--- src/rtl/btb_pkg.sv ---
// Shared BTB geometry constants, controller state encoding and the
// resolution-event record carried through the update queue.
package btb_pkg;

   localparam int unsigned BTB_SETS    = 8;
   localparam int unsigned BTB_WAYS    = 2;
   localparam int unsigned BTB_INDEX_W = 3;
   localparam int unsigned BTB_TAG_W   = 27;
   localparam int unsigned BTB_SET_W   = 128;
   localparam int unsigned EVT_W       = 65;

   typedef enum logic [1:0] {
      ST_INIT  = 2'd0,
      ST_IDLE  = 2'd1,
      ST_FLUSH = 2'd2
   } btb_state_t;

   typedef struct packed {
      logic [31:0] pc;
      logic [31:0] target;
      logic        mispredicted;
   } btb_evt_t;

endpackage

--- src/rtl/btb_evt_fifo.sv ---
// Resolution-event queue: DEPTH x {pc, target, mispredicted}, synchronous
// flush, plus a look-ahead full flag so the owner can register its ready.
module btb_evt_fifo
   import btb_pkg::*;
#(
   parameter int unsigned DEPTH = 2
) (
   input  logic             clk,
   input  logic             rst,
   input  logic             flush,
   input  logic             wr_en,
   input  logic [EVT_W-1:0] wr_data,
   input  logic             rd_en,
   output logic [EVT_W-1:0] rd_data,
   output logic             full,
   output logic             empty,
   output logic             full_nx
);

   localparam int unsigned PTR_W = (DEPTH > 1) ? $clog2(DEPTH) : 1;
   localparam logic [PTR_W:0] DEPTH_CNT = (PTR_W + 1)'(DEPTH);

   logic [EVT_W-1:0] mem [DEPTH];
   logic [PTR_W-1:0] wr_ptr;
   logic [PTR_W-1:0] rd_ptr;
   logic [PTR_W:0]   count;
   logic [PTR_W:0]   count_nx;
   logic             do_wr;
   logic             do_rd;

   assign do_wr   = wr_en && !full && !flush;
   assign do_rd   = rd_en && !empty && !flush;
   assign full    = (count == DEPTH_CNT);
   assign empty   = (count == '0);
   assign rd_data = mem[rd_ptr];

   always_comb begin
      count_nx = count;
      if (flush)
         count_nx = '0;
      else if (do_wr && !do_rd)
         count_nx = count + 1'b1;
      else if (do_rd && !do_wr)
         count_nx = count - 1'b1;
   end

   assign full_nx = (count_nx == DEPTH_CNT);

   // Pointers are PTR_W wide, so DEPTH being a power of two gives the wrap.
   always_ff @(posedge clk or posedge rst) begin
      if (rst) begin
         wr_ptr <= '0;
         rd_ptr <= '0;
         count  <= '0;
      end else begin
         count <= count_nx;
         if (flush) begin
            wr_ptr <= '0;
            rd_ptr <= '0;
         end else begin
            if (do_wr)
               wr_ptr <= wr_ptr + 1'b1;
            if (do_rd)
               rd_ptr <= rd_ptr + 1'b1;
         end
      end
   end

   always_ff @(posedge clk) begin
      if (do_wr)
         mem[wr_ptr] <= wr_data;
   end

endmodule

--- src/rtl/btb_ctrl.sv ---
// BTB sequencer: queues EX resolution events, drains one per cycle to the BTB
// update port, runs the set-clear walk after reset/flush and gates prediction.
module btb_ctrl
   import btb_pkg::*;
#(
   parameter int unsigned FIFO_DEPTH = 2,
   parameter int unsigned NUM_SETS   = BTB_SETS,
   parameter int unsigned INDEX_W    = BTB_INDEX_W,
   parameter int unsigned CNT_W      = 16
) (
   input  logic               clk,
   input  logic               rst,
   input  logic               res_valid,
   input  logic [31:0]        res_pc,
   input  logic [31:0]        res_target,
   input  logic               res_mispredicted,
   output logic               res_ready,
   input  logic               flush_req,
   output logic               btb_update,
   output logic [31:0]        btb_update_pc,
   output logic [31:0]        btb_update_target,
   output logic               btb_mispredicted,
   output logic               btb_clear,
   output logic [INDEX_W-1:0] btb_clear_index,
   output logic               pred_enable,
   output logic               busy,
   output logic [CNT_W-1:0]   mispredict_cnt
);

   localparam logic [INDEX_W-1:0] LAST_IDX = INDEX_W'(NUM_SETS - 1);

   btb_state_t         state;
   logic [INDEX_W-1:0] clear_idx;

   logic               fifo_wr_en;
   logic               fifo_rd_en;
   logic [EVT_W-1:0]   fifo_wr_data;
   logic [EVT_W-1:0]   fifo_rd_data;
   logic               fifo_full;
   logic               fifo_empty;
   logic               fifo_full_nx;
   btb_evt_t           head;

   assign fifo_wr_data = {res_pc, res_target, res_mispredicted};
   assign fifo_wr_en   = res_valid && res_ready && !fifo_full && !flush_req;
   assign fifo_rd_en   = (state == ST_IDLE) && !fifo_empty && !flush_req;
   assign head         = fifo_rd_data;

   btb_evt_fifo #(
      .DEPTH (FIFO_DEPTH)
   ) u_evt_fifo (
      .clk     (clk),
      .rst     (rst),
      .flush   (flush_req),
      .wr_en   (fifo_wr_en),
      .wr_data (fifo_wr_data),
      .rd_en   (fifo_rd_en),
      .rd_data (fifo_rd_data),
      .full    (fifo_full),
      .empty   (fifo_empty),
      .full_nx (fifo_full_nx)
   );

   // Outputs describe the state held during the edge that produced them, so the
   // reset cycle shows no clear and pred_enable trails the last clear by one cycle.
   always_ff @(posedge clk or posedge rst) begin
      if (rst) begin
         state             <= ST_INIT;
         clear_idx         <= '0;
         btb_update        <= 1'b0;
         btb_update_pc     <= '0;
         btb_update_target <= '0;
         btb_mispredicted  <= 1'b0;
         btb_clear         <= 1'b0;
         btb_clear_index   <= '0;
         pred_enable       <= 1'b0;
         busy              <= 1'b1;
         res_ready         <= 1'b0;
         mispredict_cnt    <= '0;
      end else begin
         btb_update <= 1'b0;
         btb_clear  <= 1'b0;
         if (flush_req) begin
            state       <= ST_FLUSH;
            clear_idx   <= '0;
            pred_enable <= 1'b0;
            busy        <= 1'b1;
            res_ready   <= 1'b0;
         end else begin
            case (state)
               ST_INIT, ST_FLUSH: begin
                  btb_clear       <= 1'b1;
                  btb_clear_index <= clear_idx;
                  pred_enable     <= 1'b0;
                  busy            <= 1'b1;
                  res_ready       <= 1'b0;
                  if (clear_idx == LAST_IDX) begin
                     state     <= ST_IDLE;
                     clear_idx <= '0;
                  end else begin
                     clear_idx <= clear_idx + 1'b1;
                  end
               end
               ST_IDLE: begin
                  pred_enable <= 1'b1;
                  busy        <= 1'b0;
                  res_ready   <= !fifo_full_nx;
                  if (!fifo_empty) begin
                     btb_update        <= 1'b1;
                     btb_update_pc     <= head.pc;
                     btb_update_target <= head.target;
                     btb_mispredicted  <= head.mispredicted;
                     if (head.mispredicted && (mispredict_cnt != '1))
                        mispredict_cnt <= mispredict_cnt + 1'b1;
                  end
               end
               default: begin
                  state     <= ST_INIT;
                  clear_idx <= '0;
               end
            endcase
         end
      end
   end

   a_update_clear_excl: assert property (@(posedge clk) disable iff (rst)
      !(btb_update && btb_clear));

endmodule
--- config.mk ---
export PLATFORM = sky130hd
export DESIGN_NAME = btb_ctrl
export DESIGN_NICKNAME = d
export VERILOG_FILES = /design/src/rtl/btb_pkg.sv /design/src/rtl/btb_evt_fifo.sv /design/src/rtl/btb_ctrl.sv
export SDC_FILE = /design/constraint.sdc
export NUM_CORES = 1
export LEC_CHECK = 0
export CORE_MARGIN = 4
export CORE_UTILIZATION = 56
export CTS_CLUSTER_DIAMETER = 150
export CTS_CLUSTER_SIZE = 20
export DETAILED_ROUTE_END_ITERATION = 8
export PLACE_DENSITY = 0.91
export SLEW_MARGIN = 20
export SYNTH_ARGS = -nofsm -noshare
export SYNTH_HDL_FRONTEND = slang
export SYNTH_SLANG_ARGS = --single-unit
--- constraint.sdc ---
create_clock -name clk -period 8.2 [get_ports clk]
set_input_delay 0.82 -clock clk [delete_from_list [all_inputs] [get_ports clk]]
set_output_delay 0.82 -clock clk [all_outputs]
set_load 0.05 [all_outputs]
==> results.py, run 1 <==
metrics = {
    "grt": {
        "antenna_found_initial": 0,
        "grt_overflow": 0,
        "grt_usage": 0.195,
        "top_usage_layer": "met2",
        "use_met3": 0.0559,
        "met2_usage": 0.341,
        "grt_pass1_wl_um": 26100,
        "first_global_vias": 5152,
        "grt_max_degree": 79,
        "use_met1": 0.242,
    },
    "clocking": {
        "path_clk_slew_ns": 0.08,
        "cts_sinks": 228,
        "root_buffer": "clkbuf_16",
        "insertion_delay_ns": 0.47,
        "cts_buffer_depth": 3,
        "cts_tree": "done",
        "htreeDepth": 1,
        "cts_buffers": 15,
        "cts-resized-gates": 0,
        "hold_buffers": 0,
        "postCtsSetupBuffers": 0,
    },
    "timing": {
        "hold_viol": 0,
        "fin_skew_ns": 0.0166,
        "grt_setup_unrepaired": "false",
        "fin_crit_sh": 0.377,
        "maxSlewViolCount": 0,
        "finalSetupViolCount": 0,
        "fmax_mhz": 324,
        "tns_ns": 0,
        "finalCriticalPeriod_ns": 3.09,
        "relSlewSlack": 0.390,
        "worstMarginPinSlew_ns": 0.915,
        "setup_ws_ns": 5.11,
    },
    "power": {
        "power-per-cell-area_mw_per_mm2": 198,
        "total_leakage_power_uw": 0.00402,
        "max-vdd-ir-drop_v": 0.000165,
    },
    "floorplanning": {
        "die_x_um": 131,
        "rows": 44,
        "die_area_mm2": 0.0172,
        "dieHeight_um": 131,
        "start_util": 0.577,
        "core_area_mm2": 0.0147,
        "ios": 158,
    },
    "synthesis": {
        "syn_inst": 547,
        "yosys.area.top_type": "edfxtp_1",
        "synthArstFlopShare": 0.430,
        "synth.distinct_cells": 44,
        "synth_compound_area_frac": 0.0493,
        "synth_fa_ha_area_frac": 0.00737,
        "synthTopCellsByArea": "edfxtp_1 46%, dfrtp_1 29%, mux2i_1 7.8%, a21oi_1 4.0%, nor2_1 3.3%",
        "synth_xor_area_frac": 0.0165,
        "ys_warn_count": 0,
        "ys.flop_type": "edfxtp_1",
        "avgSynthCellArea_um2": 15.5,
        "synth_seq_cells": 228,
        "yosysMostFrequentCell": "edfxtp_1",
        "synth.area.mux_share": 0.0889,
        "synthSimpleGateAreaFrac": 0.0724,
        "yosys.area.top_type_share": 0.460,
        "syn_nets": 621,
        "synth.top_cells.by_count": "130 x edfxtp_1, 97 x dfrtp_1, 75 x nor2_1",
        "syn_area_mm2": 0.00848,
        "synth_seq_area_share": 0.749,
        "synth_top_family_by_area": "multiplexers",
        "synth_edf_count": 130,
    },
    "drt": {
        "dr.pass1.iters": 4,
        "drt_wl_total_um": 16900,
        "vias": 4910,
        "detail-route-antenna-nets": 0,
        "post_drt_wl_per_cell_um": 18.9,
        "drc": 0,
        "drt_iter0_markers": 306,
        "vias_per_cell": 5.49,
    },
    "placed_design": {
        "io_buffers": 157,
        "hpwl_um": 11100,
        "gp_congestion": 0.822,
        "dp_worst_setup_slack_ns": 4.67,
    },
    "finish": {
        "nets": 777,
        "antennaDiodeCount": 0,
        "drive_gt1_frac": 0.0647,
        "n_fill_cell": 887,
        "area_growth_pct": 25.7,
    },
    "critical_path": {
        "cp_data_required_time_ns": 8.59,
        "crit_path_start_kind": "primary input",
        "path_max_fanout": 78,
        "cp-end-kind": "flop",
        "critPathKind": "in -> reg",
        "cp.arrival_ns": 3.48,
    },
    "flow_run": {
        "max-cap-violations": 0,
    },
    "status": {
        "status": "finished clean",
    },
    "min_path": {
        "hold_class": "reg -> reg",
    },
}
## through the flow
stage               hold WS [ns]  total power, uW  std cells  utilization  area [um2]
floorplan                  0.507             1350        547            -        8480
global placement           0.457             1430        870        0.696       10200
detailed placement         0.482             1440        870        0.696       10200
CTS                        0.495             2130        895        0.725       10700
global route               0.515             2190        895        0.725       10700
finish                     0.489             2110        895        0.725       10700
## flip-flops by register name, summed over array words and instances, names as in the netlist
signal             flops
u_evt_fifo.mem       130
btb_update_pc         32
btb_update_target     32
mispredict_cnt        16
btb_clear_index        3
clear_idx              3
state                  2
u_evt_fifo.count       2
btb_clear              1
btb_mispredicted       1
btb_update             1
busy                   1
pred_enable            1
res_ready              1
u_evt_fifo.rd_ptr      1
u_evt_fifo.wr_ptr      1
## power breakdown
part	switching, uW	internal (uW)	total, uW
clock	352	348	700
sequential	12.5	1230	1240
combinational	99.8	66.9	167
total	464	1640	2110
## placed cells by master, fill, tap and decap left out, types with 2 or more instances in the layout
cell             Yosys  final
a2111oi_2            3      3
a21oi_1             67     67
buf_4                0      4
clkbuf_1             8      9
clkbuf_16            0     15
clkdlybuf4s50_1      0    157
dfrtp_1             97     96
edfxtp_1           130    130
ha_1                 5      5
inv_1                8      7
mux2_2               6      6
mux2i_1             66     66
nand2_1              8      8
nand3_1              4      4
nand4_1              3      3
nand4_4              2      2
nor2_1              75     75
nor3_1               6      6
nor3b_1              2      2
nor4_1               2      2
or2_2                2      2
xnor2_1              3      3
xor2_1              13     13
## critical path: stages
cell and delay, ns:
clkdlybuf4s50_1 0.68, nor4b_4 0.39, buf_4 0.67, nand4_4 0.26, nor4_1 0.43, xor2_1 0.17
## layer usage
| metal | wire length [um] | vias to the layer above |
|---|---|---|
| met1 | 6620 | 2425 |
| met3 | 1240 | 31 |
| met5 | 0 | - |
| met2 | 8690 | 162 |
| met4 | 362 | 0 |
| li1 | - | 2292 |
## cell families (layout without fill, tap and decap cells)
| group | Yosys count | in the layout |
|---|---|---|
| xor+xnor | 16 | 16 |
| fa+ha+maj | 5 | 5 |
| buf+inv | 31 | 195 |
| flops | 228 | 228 |
| simple gates | 118 | 118 |
| mux | 74 | 74 |
| compound gates | 75 | 75 |
## worst paths after layout
check,slack (ns),cells past startpoint,to,from
worst min register to register,0.49,2,busy$_DFFE_PP1P_,busy$_DFFE_PP1P_
max in group asynchronous,6.17,3,u_evt_fifo.rd_ptr$_DFFE_PP0P_,rst
worst max register to register,5.59,7,mispredict_cnt[12]$_DFFE_PP0P_,u_evt_fifo.count[1]$_DFF_PP0_
min in group asynchronous,0.73,2,mispredict_cnt[3]$_DFFE_PP0P_,rst
worst max-delay path,5.11,6,mispredict_cnt[12]$_DFFE_PP0P_,flush_req
worst min-delay path,0.49,2,busy$_DFFE_PP1P_,busy$_DFFE_PP1P_
## layout make-up
cell class | instances | area, um2 | area share
Multi-Input combinational cell | 288 | 2000 | 0.188
Sequential cell | 228 | 6360 | 0.597
Clock buffer | 24 | 409 | 0.0384
Tap cell | 184 | 230 | 0.0216
Clock inverter | 1 | 16.3 | 0.00153
Timing Repair Buffer | 162 | 1610 | 0.151
Inverter | 8 | 32.5 | 0.00305
No activity file was read; power rests on OpenSTA's default activity.
==> run 2, diff against run 1 <==
Settings changed: CORE_UTILIZATION 56 to 47, PLACE_DENSITY 0.91 to 0.82.
Clock period 8.2 ns to 2.7 ns, I/O delays scaled along.
==> results.py, run 2 (same netlist as run 1, synthesis figures left out) <==
metrics = {
    "drt": {
        "drt_iter0_markers": 247,
        "vias": 4831,
        "drt_wl_total_um": 16500,
        "dr.pass1.iters": 4,
        "drc": 0,
        "vias_per_cell": 5.13,
        "detail-route-antenna-nets": 0,
        "post_drt_wl_per_cell_um": 17.5,
    },
    "min_path": {
        "hold_class": "in -> async",
    },
    "timing": {
        "fmax_mhz": 465,
        "hold_viol": 0,
        "finalSetupViolCount": 0,
        "fin_crit_sh": 0.796,
        "worstMarginPinSlew_ns": 0.736,
        "tns_ns": 0,
        "finalCriticalPeriod_ns": 2.15,
        "relSlewSlack": 0.508,
        "maxSlewViolCount": 0,
        "fin_skew_ns": 0.0235,
        "holdWs_ns": 0.288,
        "grt_setup_unrepaired": "false",
    },
    "critical_path": {
        "cpPeakStageDelay_ns": 0.56,
        "crit_chain": "ha_1 > nand4_4 > nor4_4 > nor2_2 > mux2_1",
        "critPathKind": "reg -> reg",
        "path_buf_inv": 0,
        "cp_top_family": "simple AND/OR/NAND/NOR gates",
        "cp_data_required_time_ns": 3.04,
        "cp.arrival_ns": 2.49,
        "crit_path_start_kind": "flop",
        "path_max_fanout": 9,
        "crit_path_top_delay_cell": "nor4_4",
        "cp-end-kind": "flop",
    },
    "finish": {
        "nets": 783,
        "top_regs": "u_evt_fifo.mem (130), btb_update_pc (32), btb_update_target (32)",
        "fin_area_mm2": 0.0108,
        "layout_common_cells": "157 x clkdlybuf4s50_1, 130 x edfxtp_1, 96 x dfrtp_1, 75 x nor2_1, 67 x a21oi_1",
        "antennaDiodeCount": 0,
        "layout_commonest_cell": "clkdlybuf4s50_1",
        "area_growth_pct": 27.5,
        "largest_reg_flops": 130,
        "drive_gt1_frac": 0.0725,
        "regMostFlops": "u_evt_fifo.mem",
        "n_fill_cell": 1260,
        "regArea_mm2": 0.00636,
        "multi_input_area_mm2": 0.00200,
    },
    "floorplanning": {
        "die_x_um": 142,
        "rows": 48,
        "die_area_mm2": 0.0203,
        "dieHeight_um": 142,
        "ios": 158,
        "core_area_mm2": 0.0175,
        "start_util": 0.485,
    },
    "clocking": {
        "cts-resized-gates": 0,
        "htreeDepth": 1,
        "hold_buffers": 0,
        "cts_buffer_depth": 3,
        "root_buffer": "clkbuf_16",
        "insertion_delay_ns": 0.47,
        "postCtsSetupBuffers": 0,
        "cts_buffers": 15,
        "cts_sinks": 228,
        "cts_tree": "done",
        "path_clk_slew_ns": 0.08,
    },
    "power": {
        "total_leakage_power_uw": 0.00407,
        "max-vdd-ir-drop_v": 0.000426,
        "power-per-cell-area_mw_per_mm2": 592,
    },
    "grt": {
        "grt_max_degree": 70,
        "first_global_vias": 5069,
        "grt_usage": 0.161,
        "antenna_found_initial": 0,
        "grt_overflow": 0,
        "grt_pass1_wl_um": 26400,
    },
    "flow_run": {
        "max-cap-violations": 0,
    },
    "status": {
        "status": "finished clean",
    },
    "placed_design": {
        "gp_congestion": 0.810,
        "io_buffers": 157,
        "hpwl_um": 10900,
        "placed_cell_area_mm2": 0.0104,
    },
}
==> run 2: cell types whose count changed in the layout (fill, tap and decap cells not counted) <==
cell | previous run | this run
clkinvlp_4 | 0 | 1
buf_4 | 4 | 6
buf_6 | 1 | 0
buf_12 | 0 | 5
inv_4 | 1 | 0
==> run 2: through the flow <==
| step | instances | power, uW | util | setup WS, ns |
|---|---|---|---|---|
| floorplan | 547 | 4100 | - | 0.250 |
| global placement | 917 | 4350 | 0.595 | 0.600 |
| detailed placement | 917 | 4370 | 0.595 | 0.530 |
| CTS | 942 | 6490 | 0.619 | 0.557 |
| global route | 942 | 6660 | 0.619 | 0.416 |
| finish | 942 | 6400 | 0.619 | 0.550 |
==> run 2: final timing paths <==
kind / start / cells after the start / slack, ns / to
hold reg to reg: busy$_DFFE_PP1P_ / 2 / 0.48 / busy$_DFFE_PP1P_
setup reg to reg: mispredict_cnt[0]$_DFFE_PP0P_ / 5 / 0.55 / mispredict_cnt[1]$_DFFE_PP0P_
min in group clk: res_pc[29] / 1 / 0.38 / u_evt_fifo.mem[0][62]$_DFFE_PP_
setup / recovery: mispredict_cnt[0]$_DFFE_PP0P_ / 5 / 0.55 / mispredict_cnt[1]$_DFFE_PP0P_
max in group asynchronous: rst / 3 / 1.75 / u_evt_fifo.rd_ptr$_DFFE_PP0P_
hold / removal: rst / 2 / 0.29 / mispredict_cnt[12]$_DFFE_PP0P_
==> run 2: power breakdown <==
group / internal, uW / switching, uW / leakage [uW]
Combinational: 209 / 303 / 0.00139
Clock: 1050 / 1060 / 0.000202
Sequential: 3740 / 35.9 / 0.00248
Total: 5000 / 1400 / 0.00407
==> run 2: routing by layer <==
metal	vias to the layer above	part of all wire	global-route usage
li1	2301	-	-
met1	2396	0.42	0.212
met2	115	0.51	0.279
met3	19	0.053	0.0313
met4	0	0.014	0.0395
met5	-	0	0
==> run 2: layout make-up <==
| cell class | instances | area share |
|---|---|---|
| clock buffer | 24 | 0.0378 |
| inverter | 8 | 0.00312 |
| sequential | 228 | 0.588 |
| tap | 225 | 0.0260 |
| timing repair buffer | 168 | 0.159 |
| clock inverter | 1 | 0.00150 |
| multi-input combinational | 288 | 0.185 |
==> run 3, diff against run 2 <==
Settings changed: CORE_UTILIZATION 47 to 52, PLACE_DENSITY 0.82 to 0.86.
Clock period 2.7 ns to 2.1 ns, I/O delays scaled along.
==> results.py, run 3 (same netlist as run 1, synthesis figures left out) <==
metrics = {
    "finish": {
        "largest_reg_flops": 130,
        "regMostFlops": "u_evt_fifo.mem",
        "nets": 788,
        "top_regs": "u_evt_fifo.mem (130), btb_update_pc (32), btb_update_target (32)",
        "fin_area_mm2": 0.0109,
        "antennaDiodeCount": 0,
        "layout_common_cells": "157 x clkdlybuf4s50_1, 130 x edfxtp_1, 93 x dfrtp_1, 75 x nor2_1, 67 x a21oi_1",
        "layout.cells.non_filler": 939,
        "n_fill_cell": 1059,
        "drive_gt1_frac": 0.0885,
        "area_growth_pct": 28.6,
        "layout_commonest_cell": "clkdlybuf4s50_1",
    },
    "floorplanning": {
        "start_util": 0.532,
        "ios": 158,
        "core_area_mm2": 0.0159,
        "die_area_mm2": 0.0184,
        "die_x_um": 136,
        "dieHeight_um": 136,
        "rows": 46,
    },
    "clocking": {
        "cts_buffers": 15,
        "htreeDepth": 1,
        "insertion_delay_ns": 0.47,
        "root_buffer": "clkbuf_16",
        "cts_sinks": 228,
        "postCtsSetupBuffers": 0,
        "cts_buffer_depth": 3,
        "hold_buffers": 0,
        "path_clk_slew_ns": 0.08,
        "cts-resized-gates": 0,
        "cts_tree": "done",
    },
    "timing": {
        "worstMarginPinSlew_ns": 0.596,
        "hold_viol": 0,
        "maxSlewViolCount": 0,
        "finalSetupViolCount": 0,
        "relSlewSlack": 0.603,
        "tns_ns": 0,
        "fin_skew_ns": 0.0160,
        "fmax_mhz": 491,
        "finalCriticalPeriod_ns": 2.04,
        "fin_crit_sh": 0.970,
        "grt_setup_unrepaired": "false",
    },
    "critical_path": {
        "path_max_fanout": 6,
        "path_buf_inv": 1,
        "crit_path_start_kind": "flop",
        "cp_top_family": "buffers and inverters",
        "crit_chain": "clkdlybuf4s50_1",
        "cp.arrival_ns": 1.83,
        "critPathKind": "reg -> out",
        "cp-end-kind": "output pin",
        "crit_path_top_delay_cell": "clkdlybuf4s50_1",
        "cp_data_required_time_ns": 1.89,
        "cpPeakStageDelay_ns": 0.86,
    },
    "power": {
        "p_int_uw": 6440,
        "max-vdd-ir-drop_v": 0.000522,
        "power-per-cell-area_mw_per_mm2": 759,
        "net-switching-power_uw": 1840,
        "seqPwrFrac": 0.586,
        "power_frac_clock": 0.335,
        "total_leakage_power_uw": 0.00410,
        "combPwrFrac": 0.080,
        "swShare": 0.223,
    },
    "drt": {
        "drt_wl_total_um": 17000,
        "post_drt_wl_per_cell_um": 18.1,
        "dr.pass1.iters": 4,
        "vias": 4927,
        "detail-route-antenna-nets": 0,
        "drt_iter0_markers": 270,
        "vias_per_cell": 5.25,
        "drc": 0,
    },
    "grt": {
        "antenna_found_initial": 0,
        "grt_max_degree": 66,
        "grt_overflow": 0,
        "grt_usage": 0.185,
        "grt_pass1_wl_um": 27100,
        "first_global_vias": 5247,
    },
    "placed_design": {
        "gp_congestion": 0.853,
        "hpwl_um": 11700,
        "io_buffers": 157,
        "placed_cell_area_mm2": 0.0105,
        "dpl.cell_count": 913,
    },
    "min_path": {
        "hold_class": "in -> async",
    },
    "flow_run": {
        "max-cap-violations": 0,
    },
    "status": {
        "status": "finished clean",
    },
}
run 3: power by group through the flow:
stage	registers, uW	logic, uW	clock network, uW
global placement	4940	645	0
finish	4850	659	2770
floorplan	5170	97.9	0
global route	4860	698	3050
detailed placement	4950	665	0
CTS	4850	668	2840
run 3: layout make-up:
type / count / area, um2 / area share
Sequential cell: 228 / 6360 / 0.583
Multi-Input combinational cell: 288 / 2000 / 0.184
Timing Repair Buffer: 173 / 1800 / 0.165
Clock buffer: 24 / 409 / 0.0375
Tap cell: 216 / 270 / 0.0248
Inverter: 8 / 33.8 / 0.00310
Clock inverter: 2 / 25.0 / 0.00229
run 3: per-stage QoR:
step	setup WS (ns)	utilization	hold WS (ns)	total power (uW)
2_1_floorplan	-0.231	-	0.309	5270
3_3_place_gp	0.0902	0.657	0.456	5590
3_5_place_dp	0.00712	0.657	0.464	5610
4_1_cts	0.0428	0.684	0.189	8360
5_1_grt	0.00741	0.684	0.195	8610
6_report	0.0627	0.684	0.168	8280
run 3: worst paths after layout:
check | from | to | slack (ns) | cells after the start
setup reg to reg | u_evt_fifo.count[1]$_DFF_PP0_ | mispredict_cnt[11]$_DFFE_PP0P_ | 0.12 | 7
min in group clk | res_target[9] | u_evt_fifo.mem[1][10]$_DFFE_PP_ | 0.32 | 1
max in group asynchronous | rst | u_evt_fifo.rd_ptr$_DFFE_PP0P_ | 1.33 | 3
setup / recovery | mispredict_cnt[2]$_DFFE_PP0P_ | mispredict_cnt[2] | 0.06 | 1
hold / removal | rst | btb_update_pc[14]$_DFFE_PP0P_ | 0.17 | 3
hold reg to reg | busy$_DFFE_PP1P_ | busy$_DFFE_PP1P_ | 0.48 | 2
run 3: metal layers:
| metal | track usage | up-vias | part of all wire |
|---|---|---|---|
| li1 | - | 2318 | - |
| met1 | 0.238 | 2441 | 0.40 |
| met2 | 0.323 | 148 | 0.52 |
| met3 | 0.0468 | 20 | 0.067 |
| met4 | 0.0347 | 0 | 0.016 |
| met5 | 0 | - | 0 |
